<file path="src/rtl/counter_t_sync.sv">
// Modulo up/down counter built from per-bit toggle flip-flops.
// A synchronous load or reset overrides the toggle path.
// t_vec exposes which bits will flip on the coming edge.
// tc flags that the coming edge will wrap the count.

// One counter bit: a toggle flip-flop with synchronous clear and load.
// The complement is held in its own register rather than derived by an
// inverter, so q_inverse is a true registered output.
module counter_t_sync_tff (
  input  logic clk,
  input  logic reset,
  input  logic load,
  input  logic ld_val,
  input  logic t,
  output logic q,
  output logic qn
);

  // Priority inside the bit: clear, then load, then toggle.
  always_ff @(posedge clk) begin
    if (reset) begin
      q  <= 1'b0;
      qn <= 1'b1;
    end else if (load) begin
      q  <= ld_val;
      qn <= ~ld_val;
    end else if (t) begin
      q  <= ~q;
      qn <= ~qn;
    end
  end

endmodule

module counter_t_sync #(
  parameter int WIDTH   = 4,
  parameter int MODULUS = 16
) (
  input  logic             clk,
  input  logic             reset,
  input  logic             en,
  input  logic             up,
  input  logic             load,
  input  logic [WIDTH-1:0] d,
  output logic [WIDTH-1:0] q,
  output logic [WIDTH-1:0] q_inverse,
  output logic [WIDTH-1:0] t_vec,
  output logic             tc
);

  // Largest legal count. It always fits in WIDTH bits because
  // MODULUS is at most 2^WIDTH.
  localparam logic [WIDTH-1:0] MAX = WIDTH'(MODULUS - 1);

  logic             cnt;
  logic [WIDTH-1:0] nxt;
  logic [WIDTH-1:0] ld_val;

  // Count target and toggle enables.
  // Loads of out-of-range values are forced to zero, so q never leaves
  // the range 0..MODULUS-1.
  always_comb begin
    cnt = en && !load && !reset;
    if (up) nxt = (q == MAX)   ? '0  : q + WIDTH'(1);
    else    nxt = (q == '0)    ? MAX : q - WIDTH'(1);
    ld_val = (32'(d) < MODULUS) ? d : '0;
    t_vec  = cnt ? (q ^ nxt) : '0;
    tc     = cnt && (up ? (q == MAX) : (q == '0));
  end

  genvar i;
  generate
    for (i = 0; i < WIDTH; i++) begin : g_bit
      counter_t_sync_tff u_bit (
        .clk    (clk),
        .reset  (reset),
        .load   (load),
        .ld_val (ld_val[i]),
        .t      (t_vec[i]),
        .q      (q[i]),
        .qn     (q_inverse[i])
      );
    end
  endgenerate

endmodule

</file>
<file path="config.mk">
export PLATFORM = sky130hd
export DESIGN_NAME = counter_t_sync
export DESIGN_NICKNAME = d
export VERILOG_FILES = /design/src/rtl/counter_t_sync.sv
export SDC_FILE = /design/constraint.sdc
export NUM_CORES = 1
export LEC_CHECK = 0
export CAP_MARGIN = 40
export CORE_UTILIZATION = 43
export CTS_BUF_LIST = sky130_fd_sc_hd__clkbuf_16
export DETAILED_ROUTE_END_ITERATION = 8
export PLACE_DENSITY = 0.76
export SYNTH_ARGS = -nofsm -noshare
export SYNTH_HDL_FRONTEND = slang
export SYNTH_SLANG_ARGS = --single-unit
</file>
<file path="constraint.sdc">
create_clock -name clk -period 2 [get_ports clk]
set_clock_uncertainty 0.05 [all_clocks]
set_input_delay 0.2 -clock clk [delete_from_list [all_inputs] [get_ports clk]]
set_output_delay 0.2 -clock clk [all_outputs]
set_load 0.05 [all_outputs]
</file>
## Word level (Yosys, flattened, before mapping)

Cells that the tools add are included.

| storage, ports and cells | value |
|---|---|
| register bits after elaboration | 8 |
| word-level logic and storage cells | 55 |

| operators by class | value |
|---|---|
| add/subtract/negate cells | 2 |
| bitwise logic cells | 13 |
| multiplexer cells | 21 |
| reductions and logical operators | 10 |
| equality and inequality tests | 1 |

Operators with widths:

| cell | count |
|---|---|
| 2-to-1 mux 1 bit | 17 |
| 2-to-1 mux 4 bit | 4 |
| inverter 1 bit | 12 |
| nonzero test 2 bit | 4 |
| adder 4 x 1 -> 4 bit, second input constant | 1 |
| equality test 4 bit, second input constant | 1 |
| logical NOT 4 bit | 1 |
| subtractor 4 x 1 -> 4 bit, second input constant | 1 |
| XOR 4 bit | 1 |
| logical AND 1 bit | 3 |
| logical NOT 1 bit | 2 |

## Depth between registers and ports, before layout

| depth | value |
|---|---|
| depth after elaboration | 7 |
| gate-level depth with buffers | 6 |
| depth with buffers taken out | 6 |

## Cells and area by module

From an unflattened synthesis, not the netlist that was laid out.

| unflattened totals | value |
|---|---|
| cell total of the unflattened synthesis | 64 |
| area total of the unflattened synthesis | 533.0 µm² |

Modules (own cells, without submodules):

| module | instances | area an instance (µm²) | cells each |
|---|---|---|---|
| counter_t_sync_tff | 4 | 96.3 | 10 |
| counter_t_sync | 1 | 147.6 | 24 |

## Least setup slack after synthesis

No wires, ideal clock.

| path | value |
|---|---|
| path kind | reg2out |
| start | reg g_bit[1].u_bit.q |
| end | out tc |
| slack | 0.311 ns |
| cell stages (with the launch flop) | 4 |
| required time | 1.750 ns |
| data arrival time | 1.439 ns |
| cell sequence | dfxtp_1 -> nor4_2 -> mux2i_1 -> nor2_1 |

| on the way | value |
|---|---|
| word-level cells in the longest chain between the ends | 3 |
| elaborated cells between the ends (all ways) | 4 |

RTL lines:

| what | line | text |
|---|---|---|
| from (decl) | 15 | `output logic q,` |
| from (signal assigned) | 25 | `q <= ld_val;` |
| from (signal assigned) | 28 | `q <= ~q;` |
| equality test 4 bit / logical NOT 4 bit (equally long branches) | 68 | `tc = cnt && (up ? (q == MAX) : (q == '0));` |
| 2-to-1 mux 1 bit * | 68 |  |
| logical AND 1 bit * | 68 |  |
| to (decl) | 48 | `output logic tc` |

Mark *: on every way between the ends. The rest lies on a longest branch, timed or not.

## Final worst setup path

| path | value |
|---|---|
| start | reg g_bit[0].u_bit.q |
| end | out t_vec[0] |

| on the way | value |
|---|---|
| word-level cells in the longest chain between the ends | 5 |
| elaborated cells between the ends (all ways) | 9 |

RTL lines:

| what | line | text |
|---|---|---|
| from (decl) | 15 |  |
| from (signal assigned) | 25 |  |
| from (signal assigned) | 28 |  |
| subtractor 4 x 1 -> 4 bit (tied with other cells) | 65 | `else nxt = (q == '0) ? MAX : q - WIDTH'(1);` |
| 2-to-1 mux 4 bit, on equally long branches | 65, 64 |  |
| 2-to-1 mux 4 bit | 64 | `if (up) nxt = (q == MAX) ? '0 : q + WIDTH'(1);` |
| XOR 4 bit * | 67 | `t_vec = cnt ? (q ^ nxt) : '0;` |
| 2-to-1 mux 4 bit * | 67 |  |
| to (decl) | 47 | `output logic [WIDTH-1:0] t_vec,` |

Marked as above.

==> reports/metrics.cfg <==
[outcome]
status=finished clean

[place]
placed_cell_area_um2=837
place_hpwl_um=998
portBuffers=21
place_congestion=0.737

[critical_path]
worst-setup-path-type=reg2out
r2r_cells=6
cp.required_ns=1.75
cp_cell_sequence=inv_1 -> ha_1 -> nor2_1 -> xnor2_1 -> nor2_2 -> buf_12
critical_path.top_delay_family=flip-flops
rr_endpoint=g_bit[0].u_bit.qn
path_buf_inv=2
cp_max_fo=7
worstSetupEndpointType=primary output
slowest_delay_ns=0.44
cp_slowest_cell=dfxtp_1
r2r_slack_ns=0.34
start_kind=register
r2r-start=g_bit[0].u_bit.q
crit_arrival_ns=1.64

[route]
dr.pass1.iters=4
vias=552
initialDrtViolationCount=10
vias_per_cell=5.31
finalWirelength_um=1300
routedWlPerCell_um=12.5
drc_errors=0
ant_nets=0

[yosys]
ys_top_cells_by_area=dfxtp_1, buf_4, nor2_1
synth_warnings=0
syn_inst=76
synth-simple-area-share=0.246
synth_seq_area_share=0.250
synth_xor_area_frac=0.0684
syn_area_per_cell_um2=8.43
synth_top_family_by_area=simple AND/OR/NAND/NOR gates
synth_top_area_cell=dfxtp_1
synth_nets=87
synth_compound_area_frac=0.193
synth_cell_type_count=31
syn_area_um2=641
synthMuxAreaShare=0.0156
synth_seq_cells=8
synth_adder_area_share=0.0391
synth_top_area_frac=0.250

[cts]
postCtsSetupRepairBufs=0
root_buffer=clkbuf_16
cts_max_path_buffers=2
cts_num_sinks=8
worstSkewPairLatency_ns=0.23
htree_levels=1
cts_tree=done
clk_pin_slew_ns=0.04
numCtsBuffers=3

[power_and_ir_drop]
sw_frac_of_total=0.288
combPwrFrac=0.283
pwr-share-clk=0.456
power.density_nw_per_um2=803
p_total_mw=0.734
p_seq_frac=0.261
worst_ir_drop_vdd_v=0.000451
p_leak_nw=0.364
intPower_mw=0.523
p_switching_mw=0.212

[worst_hold_path]
hold_depth=1
hp-class=reg2reg
hp-start=g_bit[0].u_bit.qn
whs_endpoint=g_bit[0].u_bit.qn

[sta]
fin_tns_setup_ns=0
final-hold-violation-count=0
layout_worst_path_cycle_share=0.944
fmax_ghz=0.529
rsz0062_at_grt=false
slew-limit-headroom=0.670
tightestPinTransition_ns=0.494
setup_viol=0
finalCriticalPeriod_ns=1.89
drv_slew=0

[die]
rows=13
die_w_um=40.6
core_um2=1350
dieArea_um2=1650
die_h_um=40.6
ios=22
initial_core_util=0.475

[flow_run]
cap_violations=0

[global_routing]
grt_max_degree=15
grt_first_pass_wirelength_um=2080
busiest_layer=met2
met1_usage=0.230
grt_use_met2=0.329
met3_usage=0.0167
track_usage=0.194
grt-ovfl-total=0
grt_pass1_vias=522
antenna_found_initial=0

[finish]
n_fill_cell=105
syn_to_final_growth_pct=42.8
fin_util=0.677
final_cell_area_um2=915
drive_gt1_frac=0.202
num_antenna_cells=0
finalNetCount=102

sequential cells by signal, indices dropped and copies added (netlist names):
name	count
g_bit.u_bit.qn	4
g_bit.u_bit.q	4
synth_stat cells:
library cell,instances
a211o_1,1
a211oi_1,1
a21bo_4,1
a21oi_1,3
a221oi_1,1
a221oi_2,1
a22o_1,1
and4_2,1
buf_4,12
buf_6,1
clkbuf_1,1
dfxtp_1,8
ha_1,2
inv_1,4
mux2i_1,1
nand2_1,4
nand2b_1,1
nand3_1,2
nor2_1,11
nor2b_1,2
nor3_1,3
nor4_2,1
nor4b_4,1
o211a_1,1
o21a_1,2
o21ai_0,1
o21ai_1,1
o2bb2ai_1,1
or3_4,1
xnor2_1,4
xor2_1,1
worst reg2reg max path, delay by kind of cell (launching register included):
kind | cells | cell delay [ns]
buffers and inverters | 1 | 0.13
AO/OA/AOI/OAI | 1 | 0.28
XOR/XNOR | 1 | 0.19
flip-flops | 1 | 0.44
AND/OR/NAND/NOR | 2 | 0.29
adder cells (fa/ha/maj) | 1 | 0.19
metrics by stage:
stage | setup slack, ns | instances | hold WS (ns)
after floorplan | 0.311 | 76 | 0.243
after global placement | 0.168 | 101 | 0.423
after detailed placement | 0.107 | 101 | 0.430
after CTS | 0.0559 | 104 | 0.435
after global routing | 0.00484 | 104 | 0.452
final | 0.111 | 104 | 0.430
metal layers:
layer | vias up | wire length, um
met4 | 0 | 9
met2 | 16 | 660
li1 | 278 | -
met1 | 256 | 575
met5 | - | 0
met3 | 2 | 57
power groups by stage:
stage | combinational, mW | clock (mW) | sequential [mW]
finish | 0.208 | 0.335 | 0.191
global route | 0.222 | 0.347 | 0.193
CTS | 0.208 | 0.338 | 0.191
detailed placement | 0.207 | 0 | 0.193
global placement | 0.204 | 0 | 0.193
floorplan | 0.156 | 0 | 0.190
how the worst max path moves through the flow:
stage / start / endpoint / slack [ns] / depth (start not counted)
CTS: g_bit[0].u_bit.q / t_vec[0] / 0.06 / 6
detailed placement: up / t_vec[0] / 0.11 / 7
global route: g_bit[0].u_bit.q / t_vec[0] / 0.005 / 6
finish: g_bit[0].u_bit.q / t_vec[0] / 0.11 / 6
global placement: up / t_vec[0] / 0.17 / 7
floorplan: g_bit[1].u_bit.q / tc / 0.31 / 3
final cells by class:
type                            count  area [um2]  area share
Inverter                            4        15.0      0.0164
Tap cell                           15        18.8      0.0205
Clock buffer                        3        75.1      0.0821
Sequential cell                     8         160       0.175
Multi-Input combinational cell     50         363       0.397
Timing Repair Buffer               24         283       0.309
cell usage in the layout (no fill, tap or decap), drive strengths merged:
cell,Yosys,final
nor2,11,11
or3,1,1
buf,13,8
a21bo,1,1
o21ai,2,2
o2bb2ai,1,1
nand2b,1,1
nor4,1,1
clkdlybuf4s50,0,16
dfxtp,8,8
xnor2,4,4
inv,4,4
nand2,4,4
nor3,3,3
a22o,1,1
a21oi,3,3
nand3,2,2
nor4b,1,1
o21a,2,2
clkbuf,1,3
o211a,1,1
a211oi,1,1
ha,2,2
a211o,1,1
mux2i,1,1
nor2b,2,2
a221oi,2,2
and4,1,1
xor2,1,1
kinds of logic after synthesis:
group           after synthesis
xor+xnor                      5
buf+inv                      18
mux                           1
flops                         8
fa+ha+maj                     2
simple gates                 27
compound gates               15
repair_timing:
action	4_1_cts	5_1_grt
hold endpoints to repair	0	0
setup endpoints to repair	0	1
resized for setup	0	1
hold buffers	0	0
No activity file was read; power rests on OpenSTA's default activity.
==> patch 1, RTL diff (config.mk and constraints unchanged) <==
Make the reset (`reset`) asynchronous in one clocked block. Comments in the files are not updated.
--- a/src/rtl/counter_t_sync.sv
+++ b/src/rtl/counter_t_sync.sv
@@ -19,3 +19,3 @@
   // Priority inside the bit: clear, then load, then toggle.
-  always_ff @(posedge clk) begin
+  always_ff @(posedge clk or posedge reset) begin
     if (reset) begin
Behaviour: differs if reset is asserted again (counterexample within 4 cycles, from zero or initial values and one cycle with reset high); with reset held inactive, the same outputs for 10 cycles.
==> patch 1 against the original RTL <==
- die area rose by 15%
- synthesized area rose by 16%
- design area rose by 19%
- power rose by 21%
- sequential cell count did not move
- sequential share of layout area rose by 1.5 points
- count of clock-buffer cells in the layout did not move
- clock power rose by 6%
- wire length rose by 32%
- setup slack got worse by 68 ps
- fmax fell by 3.5%
- critical path type unchanged
- highest routed layer unchanged
==> patch 1: results (changes against the original RTL) <==
The run finished with clean final reports. The run gives 976 um^2 (was 837 um^2) as the placed standard-cell area. Biggest registers after layout: g_bit.u_bit.q x4, g_bit.u_bit.qn x4 (unchanged).

The tools report the number of global-route vias before repair as 645 (was 522). Maximum root-to-sink buffer count: 2 (unchanged). The type of the most critical hold path was in2async (was reg2reg). The aggregate routed wire length is 1.72 mm (was 1.30 mm). The run gives 121 (was 105) as the filler cell count in the final layout.

The maximum ir drop on the vdd rail was 0.866 mV (was 0.451 mV); the static power due to leakage was 0.456 nW (was 0.364 nW). The register clock-pin slew on the reported worst setup and hold paths was 40 ps (about the same). The logs give 3 (unchanged) for the number of buffers added by the clock tree synthesis step and 21 (was 15) for the largest net degree at the start of global routing.

The net count of the finished layout was 117 (was 102); the total power density per cell area was 811 mW/mm^2 (was 803 mW/mm^2). The number of antenna diodes is 0 (unchanged). The Yosys warning count came out at 0 (unchanged). Number of antenna violations at the first check in global routing: 0 (unchanged). The net count of the mapped netlist is 96 (was 87). Post-synth top cells: buf_4 (13), nor2_1 (6), inv_1 (5), nand3_1 (5), nor3_1 (5) (was buf_4 (12), nor2_1 (11), dfxtp_1 (8)). For the post-detailed-placement half-perimeter wirelength, the log shows 1.19 mm (was 998 um). The number of buffer cells added on primary ports works out to 21 (unchanged).

The largest fanout on the critical path came out at 6 (was 7). The violation count after the first detailed-routing iteration was 14 (was 10). For the overall global routing resource usage, the log shows 20.6% (was 19.4%). The fraction of final layout cells sized beyond drive strength 1 is 35.2% (was 20.2%), and the async set-or-reset flop fraction in the synthesized netlist is 100% (was 0%). The ratio of routed vias to standard cells is 5.52 (was 5.31), and the insertion delay of the later-clocked pin in the worst-skew pair is 240 ps. The run gives 114 (was 101) as the cell count after placement. The synthesized instance count came out at 85 (was 76). The tools report the sequential fraction of the synthesis area as 27.7% (was 25.0%).

For the endpoint arrival time on the critical path, the log shows 1710 ps (was 1640 ps). The first-pass GRT wire length came out at 2.83 mm (was 2.08 mm). Main area contributors after synthesis: dfstp_2 (14%), dfrtp_1 (14%), buf_4 (13%) (was dfxtp_1 (25%), buf_4 (14%), nor2_1 (6.4%)). The most frequently used flop master after synthesis is dfstp_2 (was dfxtp_1). Clock tree root buffer cell: clkbuf_16 (unchanged). The logs give 4 (unchanged) for the number of iterations in the first detailed-routing pass and 35 (was 31) for the number of distinct library cells after synthesis. The run gives 0.805 (was 0.737) as the placer's final routability congestion estimate. The remaining max-slew budget at the tightest pin is 66.8% (was 67.0%), and the total vias in the final route is 668 (was 552). The number of H-tree levels is 1 (unchanged).
patch 1: worst paths after layout:
path	cells after the start	slack (ps)	end	start
worst max-delay path	4	40	t_vec[2]	g_bit[1].u_bit.q$_DFFE_PP0P_
worst min-delay path	2	330	g_bit[2].u_bit.q$_DFFE_PP0P_	reset
worst max register to register	5	310	g_bit[0].u_bit.qn$_DFFE_PP1P_	g_bit[0].u_bit.q$_DFFE_PP0P_
worst min register to register	2	540	g_bit[1].u_bit.qn$_DFFE_PP1P_	g_bit[1].u_bit.qn$_DFFE_PP1P_
max in group asynchronous	2	1270	g_bit[3].u_bit.qn$_DFFE_PP1P_	reset
min in group clk	3	500	g_bit[1].u_bit.q$_DFFE_PP0P_	d[1]
patch 1: metal layers:
| layer | vias up | wire length (um) | track usage, % |
|---|---|---|---|
| met5 | - | 0 | 0 |
| met4 | 0 | 27 | 7.50 |
| met3 | 4 | 88 | 7.50 |
| met2 | 25 | 826 | 31.8 |
| met1 | 306 | 778 | 26.4 |
| li1 | 333 | - | - |
patch 1: layout make-up:
cell class,instances,area share [%]
Inverter,5,1.72
Timing Repair Buffer,32,31.7
Multi-Input combinational cell,56,38.5
Tap cell,16,1.83
Clock buffer,3,6.88
Sequential cell,8,19.0
Clock inverter,1,0.344
patch 1: per-stage QoR:
stage / setup TNS (ps) / setup slack, ps / hold WS [ps]
2_1_floorplan: 0 / 165 / -37.2
3_3_place_gp: -37.1 / -20.8 / 521
3_5_place_dp: -81.6 / -47.9 / 530
4_1_cts: 0 / 20.1 / 331
5_1_grt: 0 / 7.27 / 378
6_report: 0 / 43.0 / 325
patch 1: critical path, stage by stage, from the launching register on:
cell and delay (ps):
dfrtp_2 450, or3_2 500, a211oi_1 240, buf_4 150
buf_12 120
patch 1: repair_timing:
item                                    in CTS  in global routing
resized for setup                            5                  4
pin swaps                                    0                  0
endpoints found under the setup margin       4                  3
setup buffers                                0                  3
patch 1: cells by family (layout without fill, tap and decap cells):
logic type                 Yosys count  in the layout  share of synthesized area, %
AOI/OAI and AO/OA                   15             15                          13.9
xor gates and xnor gates             2              2                          2.37
adders and majority gates            2              2                          3.38
buffers and inverters               21             41                          17.4
DFF                                  8              8                          27.7
muxes                                2              2                          2.87
and+or+nand+nor                     35             35                          32.4
patch 1: report_power, final:
group | switching, mW | internal, mW
combinational | 0.176 | 0.133
clock | 0.0922 | 0.262
sequential | 0.0289 | 0.194
total | 0.297 | 0.588
==> patch 2, RTL diff (same settings) <==
Made on the original files. `MODULUS`: 16 -> 8.
--- a/src/rtl/counter_t_sync.sv
+++ b/src/rtl/counter_t_sync.sv
@@ -36,3 +36,3 @@
   parameter int WIDTH   = 4,
-  parameter int MODULUS = 16
+  parameter int MODULUS = 8
 ) (
Behaviour: not the same (Yosys sat finds a counterexample within 4 cycles, from zero or initial values and one cycle with reset high).
==> patch 2 against the original RTL <==
- utilization up 2.4 points
- design area up 4.8%
- critical endpoint is now t_vec[3]
- register-to-register slack better by 20 ps
- wire length up 9.2%
- sequential cell count unchanged
- highest routed layer unchanged
- via count up 6.7%
- synthesized area up 3.7%
- first-iteration DRC count up 40%
- power down 3.3%
- setup slack worse by 7.0 ps
==> patch 2: results (changes against the original RTL) <==
The compound-cell area share of the yosys netlist works out to 18.8% (was 19.3%). The tools report the worst flop-to-flop path startpoint as g_bit[1].u_bit.q$_SDFFE_PP0P_ (was g_bit[0].u_bit.q$_SDFFE_PP0P_). The run gives 1.42 mm (was 1.30 mm) as the aggregate routed wire length.

The first-pass GRT wire length was 2.04 mm (was 2.08 mm); the mux share of post-synthesis cell area was 3.01% (was 1.56%). Placer's final routability congestion estimate: 0.795 (was 0.737). The logs give 0.400 nW (was 0.364 nW) for the static power due to leakage and 33 (was 31) for the number of distinct library cells after synthesis. The tools report the sequential fraction of the synthesis area as 24.1% (was 25.0%).

The transition at the pin with the smallest max-transition slack was 498 ps (was 494 ps). The net count of the mapped netlist came out at 90 (was 87). For the net count of the finished layout, the log shows 107 (was 102).

Main area contributors after synthesis: dfxtp_1 (24%), buf_4 (14%), xnor2_1 (4.0%) (was dfxtp_1 (25%), buf_4 (14%), nor2_1 (6.4%)). The number of global-route vias before repair was 462 (was 522). The flow ran to the end, and the final reports show no timing, DRC or antenna violations. The tools report the clock tree root buffer cell as clkbuf_16 (unchanged). The run gives 0.550 mV (was 0.451 mV) as the maximum ir drop on the vdd rail. The fraction of final layout cells sized beyond drive strength 1 was 22.3% (was 20.2%). Startpoint of the most critical hold path: g_bit[1].u_bit.qn$_SDFFE_PP1P_ (was g_bit[0].u_bit.qn$_SDFFE_PP1P_).

The number of buffers added by the clock tree synthesis step was 3 (unchanged); the adder-cell share of the synthesized area was 3.77% (was 3.91%). Worst setup path startpoint: up (was g_bit[0].u_bit.q$_SDFFE_PP0P_). The total vias in the final route was 589 (was 552); the xor and xnor area share after synthesis was 7.53% (was 6.84%).

The violation count after the first detailed-routing iteration came out at 14 (was 10). The tools report the placed standard-cell area as 880 um^2 (was 837 um^2). Post-synth top cells: buf_4 (12), dfxtp_1 (8), nor2_1 (6) (was buf_4 (12), nor2_1 (11), dfxtp_1 (8)). The overall global routing resource usage was 18.3% (was 19.4%); the largest net degree at the start of global routing was 10 (was 15). The post-detailed-placement half-perimeter wirelength was 1.04 mm (was 998 um).
-- patch 2: changes by cell type in the layout (fill, tap and decap cells not counted), moves of 2 or more --
cell / change
and2b_1: +2
o21ai_0: +2
a21oi_1: +2
and3_1: +2
buf_4: +2
nor2_1: -5
nor3_1: -3
-- patch 2: routing by layer --
layer / vias up / share of wire, % / track usage [%]
met5: - / 0 / 0
met4: 0 / 0.98 / 7.26
met2: 14 / 51 / 28.9
li1: 296 / - / -
met3: 2 / 3.7 / 3.19
met1: 277 / 44 / 24.6
-- patch 2: where the power goes --
part	leakage [nW]	internal (mW)	switching (mW)
combinational	0.297	0.0883	0.101
sequential	0.0662	0.171	0.0132
clock	0.0370	0.258	0.0790
total	0.400	0.517	0.193
-- patch 2: layout make-up --
cell class	instances	area, um^2
Multi-Input combinational cell	52	387
Sequential cell	8	161
Inverter	5	18.8
Tap cell	15	18.8
Timing Repair Buffer	26	298
Fill cell	115	408
Clock buffer	3	75.1
-- patch 2: critical path, cell delays in order --
cell             delay [ps]
clkdlybuf4s50_1         530
or4_1                   460
o22ai_2                 130
and2b_1                 180
buf_12                  140
-- patch 2: final timing paths --
check	to	slack, ps	cells past startpoint
max reg2reg	g_bit[0].u_bit.qn$_SDFFE_PP1P_	360	5
min reg2reg	g_bit[1].u_bit.qn$_SDFFE_PP1P_	430	1
min	g_bit[1].u_bit.qn$_SDFFE_PP1P_	430	1
max	t_vec[3]	100	5
-- patch 2: through the flow --
stage	hold slack [ps]	cells	worst slack, ps	utilization (%)
after floorplan	223	79	290	-
after global placement	420	106	136	64.4
after detailed placement	427	106	93.4	64.4
after CTS	433	109	69.2	70.1
after global routing	488	109	31.4	70.1
final	427	109	104	70.1
-- patch 2: logic make-up (layout without fill, tap and decap cells) --
family / Yosys count / after routing
adder cells (fa/ha/maj): 2 / 2
multiplexers: 2 / 2
buffers and inverters: 19 / 34
AND/OR/NAND/NOR: 26 / 26
XOR/XNOR: 4 / 4
AO/OA/AOI/OAI: 18 / 18
flip-flops: 8 / 8
